## config.mk

```make
export PLATFORM = sky130hd
export DESIGN_NAME = int8_mlp_layer_seq
export DESIGN_NICKNAME = d
export VERILOG_FILES = /design/src/rtl/int8_mlp_pkg.sv /design/src/rtl/int8_dot.sv /design/src/rtl/int8_mlp_layer_seq.sv
export SDC_FILE = /design/constraint.sdc
export NUM_CORES = 2
export LEC_CHECK = 0
export ABC_AREA = 1
export CORE_ASPECT_RATIO = 0.75
export CORE_MARGIN = 2
export CORE_UTILIZATION = 64
export DETAILED_ROUTE_END_ITERATION = 6
export GPL_TIMING_DRIVEN = 0
export PLACE_DENSITY = 0.92
export REMOVE_ABC_BUFFERS = 1
export SLEW_MARGIN = 10
export SYNTH_ARGS = -nofsm -noshare
export SYNTH_HDL_FRONTEND = slang
export SYNTH_HIERARCHICAL = 1
export SYNTH_SLANG_ARGS = --single-unit
```

## constraint.sdc

```tcl
create_clock -name clk -period 21.2 [get_ports clk]
set_input_delay 4.24 -clock clk [delete_from_list [all_inputs] [get_ports clk]]
set_output_delay 4.24 -clock clk [all_outputs]
set_load 0.02 [all_outputs]
```

## src/rtl/int8_mlp_pkg.sv

```systemverilog
// Shared types and requantization helper for the int8 MLP layer datapath.
package int8_mlp_pkg;

  localparam int INT8_MAX = 127;

  typedef enum logic [1:0] {
    ST_IDLE  = 2'd0,
    ST_FETCH = 2'd1,
    ST_CALC  = 2'd2,
    ST_EMIT  = 2'd3
  } state_e;

  // ReLU, arithmetic right shift, then clamp to 0..INT8_MAX.
  function automatic logic [7:0] sat_relu_shift(input logic signed [32:0] sum,
                                                input int unsigned       shift);
    logic signed [32:0] shifted;
    logic [7:0]         result;
    shifted = sum >>> shift;
    if (sum[32]) begin
      result = '0;
    end else if (shifted > 33'(INT8_MAX)) begin
      result = 8'(INT8_MAX);
    end else begin
      result = shifted[7:0];
    end
    return result;
  endfunction

endpackage

```

## src/rtl/int8_dot.sv

```systemverilog
// Combinational signed int8 dot product of two IN-element vectors.
module int8_dot #(
  parameter int IN = 8
) (
  input  logic        [IN-1:0][7:0] x,
  input  logic        [IN-1:0][7:0] w,
  output logic signed [31:0]        acc
);

  // NOTE: blocking assignments in combinational logic, so each loop step sees the previous partial sum.
  always_comb begin
    acc = '0;
    for (int i = 0; i < IN; i++) begin
      acc = acc + 32'($signed(x[i])) * 32'($signed(w[i]));
    end
  end

endmodule

```

## src/rtl/int8_mlp_layer_seq.sv

```systemverilog
// Sequential int8 fully-connected layer: one neuron per FETCH/CALC/EMIT pass
// over an externally stored weight/bias table with one-cycle read latency.
module int8_mlp_layer_seq
  import int8_mlp_pkg::*;
#(
  parameter  int IN    = 8,
  parameter  int OUT   = 4,
  parameter  int SHIFT = 7,
  localparam int AW    = (OUT > 1) ? $clog2(OUT) : 1
) (
  input  logic                     clk,
  input  logic                     rst,
  input  logic                     in_valid,
  output logic                     in_ready,
  input  logic        [IN-1:0][7:0] in_x,
  output logic        [AW-1:0]      w_addr,
  input  logic        [IN-1:0][7:0] w_rdata,
  input  logic signed [31:0]        b_rdata,
  output logic                     out_valid,
  input  logic                     out_ready,
  output logic signed [7:0]         out_y,
  output logic        [AW-1:0]      out_idx,
  output logic                     out_last,
  output logic                     busy
);

  localparam logic [AW-1:0] LAST_N = AW'(OUT - 1);

  state_e                   state_q, state_d;
  logic        [IN-1:0][7:0] x_q, x_d;
  logic        [AW-1:0]      n_q, n_d;
  logic        [AW-1:0]      w_addr_q, w_addr_d;
  logic signed [7:0]         out_y_q, out_y_d;
  logic        [AW-1:0]      out_idx_q, out_idx_d;
  logic                     out_last_q, out_last_d;

  logic signed [31:0]        acc;
  logic signed [32:0]        sum;

  int8_dot #(.IN(IN)) u_dot (
    .x   (x_q),
    .w   (w_rdata),
    .acc (acc)
  );

  // One extra bit so bias + dot product never wraps before the ReLU test.
  assign sum = 33'(acc) + 33'(b_rdata);

  // NOTE: every next-state signal defaults to its register value first, so no path leaves one unassigned (no latches).
  always_comb begin
    state_d    = state_q;
    x_d        = x_q;
    n_d        = n_q;
    w_addr_d   = w_addr_q;
    out_y_d    = out_y_q;
    out_idx_d  = out_idx_q;
    out_last_d = out_last_q;

    case (state_q)
      ST_IDLE: begin
        if (in_valid) begin
          x_d      = in_x;
          n_d      = '0;
          w_addr_d = '0;
          state_d  = ST_FETCH;
        end
      end
      ST_FETCH: begin
        state_d = ST_CALC;
      end
      ST_CALC: begin
        out_y_d    = sat_relu_shift(sum, SHIFT);
        out_idx_d  = n_q;
        out_last_d = (n_q == LAST_N);
        state_d    = ST_EMIT;
      end
      ST_EMIT: begin
        if (out_ready) begin
          if (n_q == LAST_N) begin
            w_addr_d   = '0;
            out_last_d = 1'b0;
            state_d    = ST_IDLE;
          end else begin
            n_d      = n_q + AW'(1);
            w_addr_d = n_q + AW'(1);
            state_d  = ST_FETCH;
          end
        end
      end
      default: begin
        state_d = ST_IDLE;
      end
    endcase
  end

  // NOTE: sequential state uses non-blocking assignments so all registers update together at the edge.
  always_ff @(posedge clk) begin
    if (rst) begin
      state_q    <= ST_IDLE;
      x_q        <= '0;
      n_q        <= '0;
      w_addr_q   <= '0;
      out_y_q    <= '0;
      out_idx_q  <= '0;
      out_last_q <= 1'b0;
    end else begin
      state_q    <= state_d;
      x_q        <= x_d;
      n_q        <= n_d;
      w_addr_q   <= w_addr_d;
      out_y_q    <= out_y_d;
      out_idx_q  <= out_idx_d;
      out_last_q <= out_last_d;
    end
  end

  assign in_ready  = (state_q == ST_IDLE);
  assign busy      = (state_q != ST_IDLE);
  assign out_valid = (state_q == ST_EMIT);
  assign w_addr    = w_addr_q;
  assign out_y     = out_y_q;
  assign out_idx   = out_idx_q;
  assign out_last  = out_last_q;

endmodule

```

==> impl_metrics.json <==
{
  "yosys_most_used_dff": "dfxtp_1",
  "hp-start": "out_y[7]$_SDFFE_PP0N_",
  "fp.dieH_um": 195,
  "cts.sink_count": 81,
  "finalHoldViolations": 0,
  "synth.largest_area_cell": "fa_1",
  "ctsHtreeMaxLevel": 3,
  "yosysMostFrequentCell": "inv_1",
  "crit_slowest_cell": "clkdlybuf4s50_1",
  "cts_post_setup_buffers_inserted": 0,
  "fin_util": 0.703,
  "cts_made_buffers": 9,
  "syn_area_per_cell_um2": 7.68,
  "skew_ps": 13.2,
  "cts_tree": "done",
  "vias": 25400,
  "endpoint_kind": "register",
  "cts_max_path_buffers": 2,
  "ff_latch_area_mm2": 0.00162,
  "antennaDiodeCount": 0,
  "finalSetupViolations": 0,
  "areaGrowthSynthToFinish_pct": 7.84,
  "netlist_area_mm2": 0.0310,
  "hpwl_um": 69000,
  "first_iter_violations": 2448,
  "cts-root-buf": "clkbuf_16",
  "fin_crit_ps": 18120,
  "clkLatencyLatePin_ps": 400,
  "drc": 0,
  "via_per_inst": 5.38,
  "layout-drive-gt1-share": 0.0284,
  "first_pass_iters": 6,
  "ys_top_cells_by_count": "1222 x inv_1, 1048 x nand2_1, 675 x fa_1",
  "cts-resized-gates": 0,
  "synth_top_area_frac": 0.436,
  "fmax_mhz": 55.2,
  "yosysWarningCount": 6,
  "status": "complete, no violations",
  "portBuffers": 179,
  "die_area_mm2": 0.0503,
  "grt_max_degree": 65,
  "worst_setup_path_start_kind": "primary input",
  "start_util": 0.652,
  "max_stage_delay_ps": 730,
  "required_ps": 21480,
  "grt_pass1_vias": 27000,
  "synth_cell_types": 41,
  "row_count": 69,
  "multiInputGateArea_mm2": 0.0242,
  "cp_max_fo": 8,
  "num-nets-final": 5220,
  "reg2reg_from": "x_q[31]$_SDFFE_PP0P_",
  "totalWireLength_um": 80900,
  "routedWlPerCell_um": 17.1,
  "syn_inst": 4040,
  "antenna_found_initial": 1,
  "worstPathArrival_ps": 18400,
  "maxCapViolCount": 0,
  "grt_pass1_wl_um": 134000,
  "pin_count": 180,
  "crit_type": "in -> reg",
  "synthArstFlopShare": 0,
  "synth_edf_count": 0,
  "tightest_slew_ps": 806,
  "die-width_um": 258,
  "synth-seq-cells": 81,
  "final.setup.tns_ps": 0,
  "rsz0062_at_grt": "no",
  "fillers": 3425,
  "synth-seq-area-share": 0.0523,
  "ant_nets": 0,
  "critPathLaunch": "w_rdata[25]",
  "hold_class": "reg -> reg",
  "cts_hold_buf": 0,
  "slew_violations": 0,
  "grtUsageTotal": 0.338,
  "fp.coreArea_mm2": 0.0476,
  "overflow": 0,
  "clkTransAtPathRegs_ps": 70,
  "synthTopCellsByArea": "fa_1 44%, inv_1 15%, nand2_1 13%",
  "fin_crit_sh": 0.855,
  "relSlewSlack": 0.462,
  "place.gp.congestion": 0.981
}
-- placed cells by master (no fill, tap or decap), drive strengths merged --
master / instances
o211ai: 1
nor4: 2
o21ai: 34
a21oi: 144
a21boi: 4
clkdlybuf4s50: 178
a31oi: 1
bufinv: 2
xor2: 32
a21o: 1
nand3b: 6
nand3: 79
and2: 8
xnor2: 18
buf: 3
nand2: 1057
fa: 675
or2: 34
nor3: 10
o21bai: 7
nor2: 136
dfxtp: 81
clkbuf: 9
nand4: 19
ha: 295
clkinv: 6
a211oi: 1
inv: 1248
-- logic make-up after synthesis --
| kind of cell | after synthesis | share of synthesized area |
|---|---|---|
| XOR/XNOR | 50 | 0.0144 |
| buffers and inverters | 1395 | 0.169 |
| flip-flops | 81 | 0.0523 |
| AO/OA/AOI/OAI | 193 | 0.0339 |
| adder cells (fa/ha/maj) | 970 | 0.555 |
| AND/OR/NAND/NOR | 1351 | 0.176 |
-- path summary, 6_finish.rpt --
| check | endpoint | slack, ps | cells after the start |
|---|---|---|---|
| setup / recovery | out_y[4]$_SDFFE_PP0N_ | 3080 | 60 |
| hold reg to reg | out_y[7]$_SDFFE_PP0N_ | 450 | 2 |
| hold / removal | out_y[7]$_SDFFE_PP0N_ | 450 | 2 |
| setup reg to reg | out_y[4]$_SDFFE_PP0N_ | 7040 | 59 |
-- critical path, delay by kind of cell --
kind | cells | cell delay, ps
adders and majority gates | 19 | 8880
and+or+nand+nor | 27 | 3640
buffers and inverters | 12 | 1440
AOI/OAI and AO/OA | 2 | 130
-- registers in the layout, indices dropped and copies added (netlist names) --
signal / cells
out_last: 1
w_addr: 2
out_idx: 2
out_y: 8
state_q: 2
n_q: 2
x_q: 64
-- final cells by class --
| cell class | count | area share |
|---|---|---|
| Sequential cell | 81 | 0.0485 |
| Tap cell | 639 | 0.0239 |
| Inverter | 1249 | 0.140 |
| Multi-Input combinational cell | 2564 | 0.722 |
| Timing Repair Buffer | 181 | 0.0549 |
| Clock inverter | 7 | 0.00325 |
| Clock buffer | 9 | 0.00673 |
-- per-layer routing --
metal	track usage	up-vias	share of wire
met5	0	-	0.00014
met4	0.119	2	0.037
met3	0.0867	279	0.12
met2	0.524	1447	0.45
met1	0.465	12200	0.39
li1	-	11500	-
-- stage by stage --
step	hold slack, ps	worst slack [ps]	instances	instance area [um2]
3_3_place_gp	425	2990	4712	33100
6_report	452	3080	4730	33400
5_1_grt	491	2220	4730	33400
4_1_cts	450	3170	4730	33400
3_5_place_dp	431	2840	4714	33100
2_1_floorplan	455	5310	3894	30500
Power is not shown: default switching activity piles up to over one toggle a cycle in this logic, so the estimate is an artifact.
